`src/rtl/onehot_decoder_2x4_seq.sv`:
```
// onehot_decoder_2x4_seq
//   Registered binary-to-one-hot decoder with a valid/ready input handshake.
//   Each accepted code drives one line of `out` (or none when in_none=1) for
//   HOLD_CYCLES clocks. A new code can be accepted in the last hold cycle,
//   so codes can be issued back-to-back with no idle cycle between them.
//   Optional feature macro: DECODER_COUNT_EN adds dec_count[7:0], which counts
//   non-empty accepts and wraps from 255 to 0.
//   OUT_W must equal 1<<CODE_W. Any in_code value then maps to exactly one line.
module onehot_decoder_2x4_seq #(
  parameter int CODE_W      = 2,
  parameter int OUT_W       = 4,
  parameter int HOLD_CYCLES = 1
) (
  input  logic              clk,
  input  logic              rst_n,
  input  logic              in_valid,
  output logic              in_ready,
  input  logic [CODE_W-1:0] in_code,
  input  logic              in_none,
  output logic [OUT_W-1:0]  out,
  output logic              out_valid,
  output logic              busy
`ifdef DECODER_COUNT_EN
  ,
  output logic [7:0]        dec_count
`endif
);

  localparam logic [7:0] CNT_INIT = 8'(HOLD_CYCLES - 1);

  typedef enum logic {IDLE, HOLD} state_t;

  state_t           state_q, state_d;
  logic [7:0]       cnt_q, cnt_d;
  logic [OUT_W-1:0] out_d;
  logic             ov_d;
  logic [OUT_W-1:0] dec;
  logic             accept;

  // Each output line compares the code against its own index. An empty code
  // clears every line.
  for (genvar i = 0; i < OUT_W; i++) begin : g_line
    assign dec[i] = ~in_none & (in_code == CODE_W'(i));
  end

  // in_ready is a function of registered state only. This avoids a
  // combinational loop back to the source.
  assign in_ready = (state_q == IDLE) || (cnt_q == 8'd0);
  assign accept   = in_valid & in_ready;
  assign busy     = (state_q == HOLD);

  // Next-state logic. A reload at cnt==0 keeps the FSM in HOLD, so back-to-back
  // codes do not pass through IDLE.
  always_comb begin
    state_d = state_q;
    cnt_d   = cnt_q;
    out_d   = out;
    ov_d    = out_valid;
    case (state_q)
      IDLE: begin
        if (accept) begin
          state_d = HOLD;
          cnt_d   = CNT_INIT;
          out_d   = dec;
          ov_d    = 1'b1;
        end
      end
      HOLD: begin
        if (cnt_q != 8'd0) begin
          cnt_d = cnt_q - 8'd1;
        end else if (accept) begin
          cnt_d = CNT_INIT;
          out_d = dec;
          ov_d  = 1'b1;
        end else begin
          state_d = IDLE;
          out_d   = '0;
          ov_d    = 1'b0;
        end
      end
      default: begin
        state_d = IDLE;
        cnt_d   = 8'd0;
        out_d   = '0;
        ov_d    = 1'b0;
      end
    endcase
  end

  // State, hold counter and registered outputs. Reset clears out immediately.
  always_ff @(posedge clk or negedge rst_n) begin
    if (!rst_n) begin
      state_q   <= IDLE;
      cnt_q     <= 8'd0;
      out       <= '0;
      out_valid <= 1'b0;
    end else begin
      state_q   <= state_d;
      cnt_q     <= cnt_d;
      out       <= out_d;
      out_valid <= ov_d;
    end
  end

`ifdef DECODER_COUNT_EN
  // Counts non-empty accepts. The counter wraps naturally at 8 bits.
  always_ff @(posedge clk or negedge rst_n) begin
    if (!rst_n)                 dec_count <= 8'd0;
    else if (accept && !in_none) dec_count <= dec_count + 8'd1;
  end
`endif

endmodule

```
`config.mk`:
```
export PLATFORM = sky130hd
export DESIGN_NAME = onehot_decoder_2x4_seq
export DESIGN_NICKNAME = d
export VERILOG_FILES = /design/src/rtl/onehot_decoder_2x4_seq.sv
export SDC_FILE = /design/constraint.sdc
export NUM_CORES = 1
export LEC_CHECK = 0
export CAP_MARGIN = 40
export CORE_AREA = 2 2 39 41
export CTS_BUF_LIST = sky130_fd_sc_hd__clkbuf_8
export DETAILED_ROUTE_END_ITERATION = 8
export DIE_AREA = 0 0 41 43
export DONT_BUFFER_PORTS = 1
export PLACE_DENSITY_LB_ADDON = 0.08
export SETUP_SLACK_MARGIN = 0.1
export SYNTH_ARGS = -nofsm -noshare
export SYNTH_HDL_FRONTEND = slang
export SYNTH_SLANG_ARGS = --single-unit
```
`constraint.sdc`:
```
create_clock -name clk -period 5.8 [get_ports clk]
set_input_delay 1.16 -clock clk [delete_from_list [all_inputs] [get_ports clk]]
set_output_delay 1.16 -clock clk [all_outputs]
set_load 0.01 [all_outputs]
```
; ---- Yosys cells after proc, flatten, opt, wreduce, memory -nomap -nowiden
; Index checks and enable logic that the tools add are counted.
[word_totals]
out_inout_bits = 7
reg_bits = 14
memories = 0
latchBits = 0
rom_bits = 0
ramBits = 0
[op_classes]
n_shift = 0
addsub = 1
n_eq_ne = 5
n_mux = 13
n_lt_le_gt_ge = 0
n_bitwise = 7
n_reduce_logical = 5
multipliers = 0
div_mod_pow = 0
[ops]
columns = op, count
row1 = $mux W8, 2
row2 = $pmux W8 S2, 1
row3 = $mux W4, 3
row4 = $logic_not A8 Y1, 1
row5 = $pmux W4 S2, 1
row6 = $reduce_bool A8 Y1, 1
row7 = $sub A8 B1 Y8 const B, 1
row8 = $and A1 B1 Y1, 5
row9 = $eq A2 B2 Y1 const B, 2
row10 = $mux W1, 4
row11 = $ne A2 B2 Y1 const B, 2
row12 = $pmux W1 S2, 2
row13 = $eq A2 B1 Y1 const B, 1
row14 = $logic_not A2 Y1, 1
row15 = $not A1 Y1, 2
row16 = $reduce_and A2 Y1, 1
row17 = $logic_or A1 B1 Y1, 1

; ---- Longest topological paths before layout
; Gate-level depths: netlist of the first run.
[depth]
depth_word = 6
ltp_mapped = 7
mapped_depth_nobuf = 6

; ---- Least setup slack after synthesis of the first run
; No wires, ideal clock.
[synth_path]
path_type = register to output
start = register cnt_q[0]
end = output in_ready
path_stages_with_launch = 6
slack_ns = 3.129
required_ns = 4.640
arrival_ns = 1.511
path_buffers = 1
path_cell_list = dfrtp_1 inv_1 ha_1 or4b_4 o41ai_4 buf_6
[synth_between]
elab_chain_cells = 2
[synth_lines]
columns = item, line_no
row1 = start: declaration, 34  ; logic [7:0] cnt_q, cnt_d;
row2 = start signal: assignment, 99  ; cnt_q <= cnt_d;
row3 = $logic_not A8 Y1, 48  ; assign in_ready = (state_q == IDLE) || (cnt_q == 8'd0);
row4 = $logic_or A1 B1 Y1, 48
row5 = end: declaration, 17  ; output logic in_ready,
; No other way between the ends.

; ---- Final worst setup path of the first run
; Same ends and word-level chain as after synthesis.

==> results.md, run 1 <==
- The run finished with clean final reports.
- The routed design has 1240 um of wire.
- In this run the register-to-register setup slack is 3.47 ns.
- The endpoint of the worst hold path is cnt_q[0]$_DFF_PN0_.
- CTS saw 14 sinks.
- The arrival time reported for the critical path endpoint is 1.99 ns.
- The CTS root buffer is clkbuf_8.
- The setup path with the least slack is of type register to output port.
- The detailed placement HPWL is 906 um.
- Dividing total power by cell area gives a power density of 254 nW/um^2.
- The detail route stage leaves a number of antenna-violating nets equal to 0.
- The number of cells on the worst reg-to-reg path is 6.
- In this run the power spent charging and discharging nets is 0.0347 mW.
- The height of the die is 43 um.
- The endpoint identified for the worst register-to-register timing path is out[2]$_DFFE_PN0P_.
- The analysis attributes to cell leakage a power of 0.358 nW.
- After detailed routing, the average wire length per cell comes to 15.3 um.
- The required arrival time at the worst endpoint is 4.64 ns.
- The shortest period the worst path allows is 3.15 ns.
- Once the clock tree was built, the setup fixing pass inserted 0 buffers.
- After clock tree synthesis, the clock-pin slew on the worst setup and hold paths is 0.06 ns.
- The number of instances resized during post-cts repair is 0.
- After synthesis, the mean cell area works out to 11.3 um^2.
- Setup repair after global routing left no endpoint under its margin.
- In the final layout, the share of cells above drive strength 1 is 0.108.
- Counting flops and latches in the post-synthesis netlist gives 14.
- The number of global-route vias before repair is 469.
- The number of DRC violations after detailed routing is 0.
- The highest clock frequency the design can meet is 317 MHz.
- CTS built an H-tree with a depth of 1.
- Dividing the final minimum period by the clock period gives 0.543.
- The repair_antennas step left the layout with diodes totalling 0.
- Setup violations remaining at the end of the flow were counted as 0.
- The startpoint type of the worst setup path is a register.
- The combined area of all synthesized cells is 698 um^2.
- The cell family contributing the most delay on the critical path is compound AO/OA/AOI/OAI gates.
- The sequential share of the synthesized area is 0.502.
- The first global-routing pass estimated 1970 um of wire.
- The peak fanout along the critical path is 11.
- After global routing the overflow that remains totals 0.
- The distinct cell type count after synthesis is 29.
- The part of the total power dissipated in combinational logic is 0.006.
- Counting flops with an async set or reset pin after synthesis yields a share of 1.00.
- The share of total power dissipated in sequential elements is 0.506.
- The number of hold-slack violations in the final timing report is 0.
- The critical path goes through inv_1 > ha_1 > or4b_4 > o41ai_4.
- Fill cells in the final layout number 121.
- The largest incremental delay on the critical path is 0.60 ns.
- The starting density of the core is 0.505.
- In this run the core area contains 14 standard-cell rows.
- The final standard cell utilization of the core is 0.551.
- The detailed-route via count is 475.
- The number of DRC violations after detailed-routing iteration 0 is 3.
- STA classifies the critical path endpoint as an output port.
- Relative to the synthesized area, the layout overhead comes to 9.14%.
- The clock latency on the worst-skew pair is 0.24 ns.
- The die width is 41 um.
- The max-slew headroom at the worst pin is 0.525.
- Of the total power, the share spent switching nets is 0.180.
- At the pin with the least slew margin, the transition time is 0.710 ns.
- In the synthesized netlist the dominant register cell turns out to be dfrtp_1.
- Yosys printed 0 warnings.
- On the final layout, the worst clock skew is 0.000914 ns.
- The number of hold buffers added after cts is 0.
- The instance count of the mapped netlist is 62.
- The worst hold path startpoint is cnt_q[0]$_DFF_PN0_.
- The worst IR drop on VDD is 148 uV.
- The number of nets in the final layout is 73.
- The max-slew violation count is 0.
- The cell with the largest stage delay on the worst path is o41ai_4.
- The max-capacitance violation count is 0.
- The start of the worst register-to-register path is cnt_q[0]$_DFF_PN0_.
- The internal cell power is 0.159 mW.
- Dividing the detail-routed via count by the number of cells gives 5.86.
- Yosys mapped a number of flops with a built-in enable equal to 0.
- For the final routed database, the setup TNS stands at 0 ns.
- The number of cells on the critical path is 4.
- The port buffer count is 0.
- The first TritonRoute pass finished after 2 iterations.
- The total core area is 1380 um^2.
- Of the total power, the clock network draws 0.488.
- Across all hold checks on the routed design, the worst slack comes to 0.499 ns.
- Clock tree synthesis inserted a total of 3 buffers.
- The initial antenna violation count is 0.
- The number of buffers and inverters on the critical path is 1.
- The count of boundary I/O pins is 13.
- The hold-critical path depth is 1.
- When the netlist entered floorplanning its net count stood at 69.
- The final weighted congestion in routability-driven placement is 0.761.
- The floorplan step defined a die boundary enclosing 1760 um^2.
- The overall track demand over capacity in global routing is 0.173.
- The number of buffers between clock root and the deepest sink is 2.
- The CTS tree is yes.
- The type of the worst min-delay path is register to register.
- The largest net degree at the start of global routing is 15.
[stage by stage]
step / total power [mW] / instances / area (um^2) / setup WS, ns
6_report: 0.193 / 81 / 762 / 2.65
5_1_grt: 0.200 / 81 / 762 / 2.52
2_1_floorplan: 0.101 / 62 / 698 / 3.13
3_5_place_dp: 0.101 / 77 / 707 / 2.90
4_1_cts: 0.196 / 81 / 762 / 2.63
3_3_place_gp: 0.101 / 77 / 707 / 2.94
[worst register-to-register path, stage by stage (launching register included)]
cell and delay (ns):
dfrtp_1 0.40, inv_1 0.06, ha_1 0.17, or4b_4 0.51
o41ai_4 0.60, and2_1 0.33, a32o_1 0.20
[registers in the layout, indices dropped and copies added, names as in the netlist]
name / cells
out_valid: 1
cnt_q: 8
out: 4
busy: 1
[layer usage]
layer,wire [um],vias up,global-route usage
met2,595,7,0.241
met3,55,4,0.0524
li1,-,236,-
met1,551,228,0.220
met5,0,-,0
met4,36,0,0.120
[power by group through the flow]
stage	registers [mW]	clock network [mW]	logic, mW
floorplan	0.0995	0	0.00110
global placement	0.0995	0	0.00125
detailed placement	0.0995	0	0.00126
CTS	0.0977	0.0970	0.00127
global route	0.0977	0.101	0.00139
finish	0.0978	0.0943	0.00125
[worst max-delay path by stage]
stage,from,to,slack (ns)
final,cnt_q[0]$_DFF_PN0_,in_ready,2.65
after global routing,cnt_q[0]$_DFF_PN0_,in_ready,2.52
after CTS,cnt_q[0]$_DFF_PN0_,in_ready,2.63
after detailed placement,cnt_q[0]$_DFF_PN0_,in_ready,2.90
after global placement,cnt_q[0]$_DFF_PN0_,in_ready,2.94
after floorplan,cnt_q[0]$_DFF_PN0_,in_ready,3.13
[synth_stat cells (2+ instances only)]
cell type,instances,area (um^2)
a32o_1,4,40.0
nand2_1,4,15.0
o311ai_0,2,17.5
mux2i_1,3,30.0
a21o_1,2,15.0
nand2b_1,2,12.5
nor2_1,3,11.3
o21ai_0,3,15.0
inv_1,6,22.5
dfrtp_1,14,350
[kinds of logic after synthesis]
group	count (synthesis)	share of synthesized area
simple gates	20	0.174
fa+ha+maj	1	0.0179
buf+inv	7	0.0484
mux	3	0.0430
compound gates	17	0.215
flops	14	0.502
[cell type report]
type	instances	area [um^2]	share of cell area
sequential	14	350	0.460
multi-input combinational	41	314	0.412
clock buffer	4	55.1	0.0722
inverter	6	22.5	0.0296
tap	16	20.0	0.0263
[cell usage in the layout (no fill, tap or decap), drive strengths merged]
master,synthesis,layout
clkbuf,0,4
or4,1,1
nand2,4,4
o21bai,1,1
inv,6,6
a32o,4,4
mux2i,3,3
nor3b,1,1
nand3b,1,1
nand2b,3,3
and2,1,1
a21o,2,2
a21oi,1,1
o21a,1,1
nand4b,1,1
or4b,1,1
nor2,3,3
o41ai,1,1
nor2b,1,1
nand3,1,1
o31ai,1,1
o311ai,2,2
ha,1,1
dfrtp,14,14
nor3,1,1
o211ai,1,1
or3,1,1
o21ai,3,3
No activity file was read; power rests on OpenSTA's default activity.
==> inputs of run 2 (changes only) <==
==> constraint.sdc (replaced) <==
create_clock -name clk -period 2.7 [get_ports clk]
set_input_delay 0.54 -clock clk [delete_from_list [all_inputs] [get_ports clk]]
set_output_delay 0.54 -clock clk [all_outputs]
set_load 0.01 [all_outputs]
==> run 2 against run 1 <==
Via count is 1.5% higher. Wire length fell by 0.97%. Sequential share of layout area is 1.0 points lower. Die area unchanged. Global-route usage down 1.3 points. Critical path depth is the same. Sequential power increased by 110%. Sequential cell count unchanged. Critical endpoint unchanged. Largest cell class unchanged.
==> results.md, run 2 (synthesized netlist as in run 1, its figures left out) <==
- Status: finished clean (unchanged).
- The cell count of the worst reg-to-reg path is 7 (was 6).
- The initial antenna violation count is 0 (unchanged).
- The area overhead of the layout relative to synthesis was 11.6% (was 9.14%).
- The final setup violation count came to 0 (unchanged).
- The detailed-route via count is 482 (was 475).
- The hold-critical path depth is 1 (unchanged).
- The worst hold path startpoint was in_code[0] (was cnt_q[0]$_DFF_PN0_).
- The worst flop-to-flop path endpoint is cnt_q[5]$_DFF_PN0_ (was out[2]$_DFFE_PN0P_).
- Ordered list of cells on the worst path: inv_1 > ha_1 > or4b_4 > o41ai_4 (unchanged).
- The sink count of the clock tree was 14 (unchanged).
- The final cell count without fillers is 83 (was 81).
- The clock input transition at the sequential cells of the worst setup and hold paths is 0.06 ns (about the same).
- The first-pass GRT wire length is 1870 um (was 1970 um).
- The height of the die came to 43 um (unchanged).
- The die width is 41 um (unchanged).
- The fraction of met3 tracks used by global routing is 0.0681 (was 0.0524).
- The clock latency on the worst-skew pair was 0.25 ns (was 0.24 ns).
- Commonest cells after routing, fill and taps aside: 14 x dfrtp_1, 6 x inv_1, 4 x nand2_1, 4 x a32o_1, 4 x clkbuf_8 (unchanged).
- The arrival time reported for the critical path endpoint is 1.89 ns (was 1.99 ns).
- The cell total after placement was 78 (was 77).
- The number of post-CTS setup repair buffers came to 0 (unchanged).
- The leakage power figure is 0.368 nW (was 0.358 nW).
- The average routed wire per standard cell is 14.8 um (was 15.3 um).
- The peak fanout along the critical path is 7 (was 11).
- The largest clock skew in the final design is 0.00854 ns (was 0.000914 ns).
- The number of DRC violations after detailed-routing iteration 0 is 4 (was 3).
- The actual slew at the worst max-slew pin is 0.585 ns (was 0.710 ns).
- The overall overflow remaining after global route came to 0 (unchanged).
- The register-to-register path setup slack is 0.47 ns (was 3.47 ns).
- The largest register by flop count is cnt_q (unchanged).
- The category of the critical setup timing path is register to output port (unchanged).
- The overall power consumption came to 0.421 mW (was 0.193 mW).
- The required arrival time at the worst endpoint is 2.16 ns (was 4.64 ns).
- The starting density of the core is 0.505 (unchanged).
- In the finished design, the share of the clock period the worst path needs comes to 0.901.
- The total core area came to 1380 um^2 (unchanged).
- The number of buffers between clock root and the deepest sink is 2 (unchanged).
- The startpoint type of the worst setup path was a register (unchanged).
- The busiest metal layer after global routing is met2 (unchanged).
- The CTS root buffer is clkbuf_8 (unchanged).
- The number of global-route vias before repair is 451 (was 469).
- The number of diodes added for antenna fixing came to 0 (unchanged).
- The count of boundary I/O pins was 13 (unchanged).
- The met1 capacity usage during global routing came to 0.202 (was 0.220).
- The most common cell after layout, fill and taps aside is dfrtp_1 (unchanged).
- The detailed placement HPWL is 921 um (was 906 um).
- The largest incremental delay on the critical path came to 0.51 ns (was 0.60 ns).
- The overall track demand over capacity in global routing is 0.160 (was 0.173).
- The power density normalized to cell area is 541 nW/um^2 (was 254 nW/um^2).
- The cell with the largest stage delay on the worst path was or4b_4 (was o41ai_4).
- The endpoint kind of the worst setup timing path is an output port (unchanged).
- The buffers plus inverters on the worst setup path came to 1 (unchanged).
- The setup total negative slack is 0 ns (unchanged).
- Unrepaired setup endpoints after global routing: no (unchanged).
- The number of flip-flops in the largest register is 8 (unchanged).
- The type of the worst min-delay path is input port to register (was register to register).
- The length of the first detailed-routing pass in iterations is 4 (was 2).
- The max-slew violation count was 0 (unchanged).
- The number of buffers created by CTS is 3 (unchanged).
- The largest net degree at the start of global routing is 15 (unchanged).
- The max-slew headroom at the worst pin is 0.609 (was 0.525).
- Registers with the most flip-flops: cnt_q (8), out (4) (unchanged).
- The endpoint of the worst hold path is out[3]$_DFFE_PN0P_ (was cnt_q[0]$_DFF_PN0_).
- The met2 demand-to-capacity share in global routing is 0.228 (was 0.241).
- The start of the worst register-to-register path was cnt_q[0]$_DFF_PN0_ (unchanged).
- The total number of placement rows came to 14 (unchanged).
- The max-capacitance violation count is 0 (unchanged).
- The port buffer count is 0 (unchanged).
- The number of DRC violations after detailed routing is 0 (unchanged).
- The cell family contributing the most delay on the critical path is simple AND/OR/NAND/NOR gates (was compound AO/OA/AOI/OAI gates).
- The worst IR drop on VDD is 313 uV (was 148 uV).
- For the finished layout, the period the worst path requires is 2.43 ns.
- The via-per-instance ratio is 5.81 (was 5.86).
- The remaining antenna violation count after routing is 0 (unchanged).
- The level count of the clock H-tree is 1 (unchanged).
- The wire length reported by the detailed router came to 1230 um (was 1240 um).
- The CTS tree is yes (unchanged).
- The share of cells above drive strength 1 is 0.119 (was 0.108).
- The number of hold-slack violations in the final timing report is 0 (unchanged).
- The die footprint is 1760 um^2 (unchanged).
- The final weighted congestion in routability-driven placement is 0.771 (was 0.761).
- The number of nets in the final layout is 75 (was 73).
- Derived from the worst setup path, the maximum achievable clock frequency is 411 MHz.
==> run 2: worst max path at each step <==
stage	startpoint	to	slack, ns	cells past startpoint
floorplan	cnt_q[0]$_DFF_PN0_	in_ready	0.65	5
global placement	cnt_q[0]$_DFF_PN0_	cnt_q[5]$_DFF_PN0_	0.49	7
detailed placement	cnt_q[0]$_DFF_PN0_	cnt_q[5]$_DFF_PN0_	0.46	7
CTS	cnt_q[0]$_DFF_PN0_	in_ready	0.26	4
global route	cnt_q[0]$_DFF_PN0_	in_ready	0.17	4
finish	cnt_q[0]$_DFF_PN0_	in_ready	0.27	4
==> run 2: repair_timing <==
action,in CTS,in global routing
resized for setup,0,0
hold endpoints to repair,14,0
hold buffers,1,0
==> run 2: routing by layer <==
metal,part of all wire,up-vias
met1,0.47,234
met3,0.043,2
li1,-,237
met2,0.47,9
met5,0,-
met4,0.015,0
==> run 2: cell type report <==
class                   count  area [um^2]
inverters                   6         22.5
fillers                   113          604
well taps                  16         20.0
flip-flops and latches     14          350
repair buffers              2         17.5
clock buffers               4         55.1
multi-input cells          41          314
==> run 2: power by group <==
group          leakage [nW]  total (mW)  switching [mW]  internal (mW)
sequential            0.165       0.210               0          0.210
combinational         0.174     0.00725         0.00479        0.00246
clock                0.0288       0.204          0.0751          0.129
==> run 2: stage by stage <==
step	worst slack [ns]	hold WS [ns]	util	cell area (um^2)
floorplan	0.649	0.244	-	698
global placement	0.493	0.245	0.516	714
detailed placement	0.463	0.245	0.516	714
CTS	0.256	0.457	0.563	779
global route	0.173	0.450	0.563	779
finish	0.267	0.451	0.563	779
==> inputs of run 3 (changes only) <==
--- a/config.mk
+++ b/config.mk
@@ -7,7 +7,6 @@
 export LEC_CHECK = 0
 export CAP_MARGIN = 40
 export CORE_AREA = 2 2 39 41
-export CTS_BUF_LIST = sky130_fd_sc_hd__clkbuf_8
 export DETAILED_ROUTE_END_ITERATION = 8
 export DIE_AREA = 0 0 41 43
 export DONT_BUFFER_PORTS = 1
==> constraint.sdc (replaced) <==
create_clock -name clk -period 2.8 [get_ports clk]
set_input_delay 0.56 -clock clk [delete_from_list [all_inputs] [get_ports clk]]
set_output_delay 0.56 -clock clk [all_outputs]
set_load 0.01 [all_outputs]
==> run 3 against run 2 <==
Wire length shrank 0.24%. Setup slack gained 0.099 ns. Design area shrank 2.4%. Global-route usage grew 1.5 points. Sequential power shrank 4%. Register-to-register slack gained 0.22 ns. Highest routed layer unchanged. Die area is the same. Critical endpoint unchanged. Utilization shrank 1.4 points.
==> results.md, run 3 (synthesized netlist as in run 1, its figures left out) <==
- Status: finished clean (unchanged).
- Registers with the most flip-flops: cnt_q (8), out (4) (unchanged).
- The number of DRC violations after detailed-routing iteration 0 is 4 (unchanged).
- The number of buffers created by CTS came to 3 (unchanged).
- The number of filler instances in the final layout is 127 (was 113).
- The count of boundary I/O pins is 13 (unchanged).
- The most common cell after layout, fill and taps aside was dfrtp_1 (unchanged).
- The final-layout worst hold slack is 0.442 ns (was 0.451 ns).
- The initial antenna violation count came to 0 (unchanged).
- The portion of total power attributed to sequential cells is 0.578 (was 0.498).
- Unrepaired setup endpoints after global routing: no (unchanged).
- The peak fanout along the critical path was 11 (was 7).
- The actual slew at the worst max-slew pin is 0.591 ns (was 0.585 ns).
- The number of nets in the final layout is 75 (unchanged).
- The wire length reported by the detailed router is 1220 um (was 1230 um).
- The number of DRC violations after detailed routing is 0 (unchanged).
- The clock input transition at the sequential cells of the worst setup and hold paths is 0.08 ns (was 0.06 ns).
- The category of the critical setup timing path is register to output port (unchanged).
- The endpoint kind of the worst setup timing path is an output port (unchanged).
- The final cell count without fillers is 83 (unchanged).
- The final setup violation count is 0 (unchanged).
- The total core area is 1380 um^2 (unchanged).
- The area overhead of the layout relative to synthesis is 8.96% (was 11.6%).
- The level count of the clock H-tree came to 1 (unchanged).
- The part of the total power dissipated in combinational logic was 0.020 (was 0.017).
- The remaining antenna violation count after routing is 0 (unchanged).
- The detailed placement HPWL is 962 um (was 921 um).
- The number of diodes added for antenna fixing is 0 (unchanged).
- The share of cells above drive strength 1 is 0.119 (unchanged).
- The fraction of met3 tracks used by global routing is 0.0524 (was 0.0681).
- The power share of the clock group is 0.402 (was 0.485).
- The total number of placement rows is 14 (unchanged).
- The max-slew violation count came to 0 (unchanged).
- The largest net degree at the start of global routing is 15 (unchanged).
- The port buffer count was 0 (unchanged).
- The cell total after placement was 78 (unchanged).
- The power density normalized to cell area is 460 nW/um^2 (was 541 nW/um^2).
- The average routed wire per standard cell came to 14.7 um (was 14.8 um).
- The number of buffers between clock root and the deepest sink is 2 (unchanged).
- The required arrival time at the worst endpoint is 2.24 ns (was 2.16 ns).
- The detailed-route via count is 502 (was 482).
- The internal cell power came to 0.283 mW (was 0.342 mW).
- The clock period could shrink to 2.43 ns.
- The final standard cell utilization of the core is 0.550 (was 0.563).
- The pre-CTS worst setup slack is 0.661 ns (was 0.463 ns).
- Commonest cells after routing, fill and taps aside: 14 x dfrtp_1, 6 x inv_1, 4 x nand2_1, 4 x a32o_1 (was 14 x dfrtp_1, 6 x inv_1, 4 x nand2_1, 4 x a32o_1, 4 x clkbuf_8).
- The finished layout cell area was 761 um^2 (was 779 um^2).
- The CTS tree is yes (unchanged).
- The largest register by flop count is cnt_q (unchanged).
- The sink count of the clock tree was 14 (unchanged).
- The number of flip-flops in the largest register is 8 (unchanged).
- The final worst setup slack is 0.366 ns (was 0.267 ns).
- The via-per-instance ratio is 6.05 (was 5.81).
- The net switching power of the design is 0.0662 mW (was 0.0799 mW).
- The clock latency on the worst-skew pair is 0.28 ns (was 0.25 ns).
- The met1 capacity usage during global routing is 0.194 (was 0.202).
- The CTS root buffer is clkbuf_4 (was clkbuf_8).
- The switching power as a share of total power is 0.189 (was 0.190).
- The overall track demand over capacity in global routing is 0.176 (was 0.160).
- The length of the first detailed-routing pass in iterations is 4 (unchanged).
- The leakage power figure came to 0.360 nW (was 0.368 nW).
- The max-capacitance violation count is 0 (unchanged).
- The die footprint is 1760 um^2 (unchanged).
- The number of post-CTS setup repair buffers is 0 (unchanged).
- The starting density of the core came to 0.505 (unchanged).
- The highest clock frequency the design can meet is 411 MHz.
- The overall overflow remaining after global route is 0 (unchanged).
- The final weighted congestion in routability-driven placement came to 0.746 (was 0.771).
- The number of hold-slack violations in the final timing report is 0 (unchanged).
- The setup total negative slack was 0 ns (unchanged).
- The met2 demand-to-capacity share in global routing was 0.272 (was 0.228).
- The height of the die is 43 um (unchanged).
- The overall power consumption is 0.350 mW (was 0.421 mW).
- The portion of the clock cycle consumed by the worst path in the final layout is 0.869.
- The startpoint type of the worst setup path is a register (unchanged).
- The type of the worst min-delay path is input port to register (unchanged).
- The max-slew headroom at the worst pin is 0.605 (was 0.609).
- The first-pass GRT wire length is 2020 um (was 1870 um).
- The arrival time reported for the critical path endpoint is 1.87 ns (was 1.89 ns).
- The worst IR drop on VDD was 290 uV (was 313 uV).
- The area of placed instances is 714 um^2 (unchanged).
- The largest clock skew in the final design is 0.00646 ns (was 0.00854 ns).
- The busiest metal layer after global routing was met2 (unchanged).
- The die width is 41 um (unchanged).
- The number of global-route vias before repair is 491 (was 451).
==> run 3: timing repair <==
item | 4_1_cts | 5_1_grt
resized for setup | 0 | 0
setup endpoints to repair | 0 | 0
endpoints found under the hold margin | 14 | 0
hold buffers | 1 | 0
==> run 3: area by class of cell <==
cell class,count,area [um^2],area share
inverters,6,22.5,0.0296
multi-input cells,41,314,0.413
clock buffers,4,36.3,0.0477
well taps,16,20.0,0.0263
flip-flops and latches,14,350,0.461
repair buffers,2,17.5,0.0230
==> run 3: worst paths after layout <==
check	start	end	slack, ns	depth (start not counted)
min reg2reg	cnt_q[0]$_DFF_PN0_	cnt_q[0]$_DFF_PN0_	0.52	1
max reg2reg	cnt_q[0]$_DFF_PN0_	out[1]$_DFFE_PN0P_	0.69	7
max	cnt_q[0]$_DFF_PN0_	in_ready	0.37	5
min in group asynchronous	rst_n	cnt_q[7]$_DFF_PN0_	0.72	1
min	in_code[0]	out[3]$_DFFE_PN0P_	0.44	1
max in group asynchronous	rst_n	cnt_q[1]$_DFF_PN0_	1.69	1
==> run 3: worst max-delay path, cell delays in order, from the launching register on <==
cell and delay [ns]:
dfrtp_1 0.41, inv_1 0.07, ha_1 0.17, or4b_4 0.52, o41ai_4 0.21, buf_4 0.23
==> run 3: power by group through the flow <==
stage | clock network [mW] | logic, mW | registers, mW
2_1_floorplan | 0 | 0.00227 | 0.206
3_3_place_gp | 0 | 0.00261 | 0.206
3_5_place_dp | 0 | 0.00260 | 0.206
4_1_cts | 0.148 | 0.00736 | 0.202
5_1_grt | 0.157 | 0.00845 | 0.202
6_report | 0.141 | 0.00704 | 0.202
==> run 3: layer usage <==
layer	routed length [um]	part of all wire	vias to the layer above
met1	501	0.41	249
met4	13	0.011	0
met2	655	0.54	8
met3	53	0.043	2
li1	-	-	243
met5	0	0	-
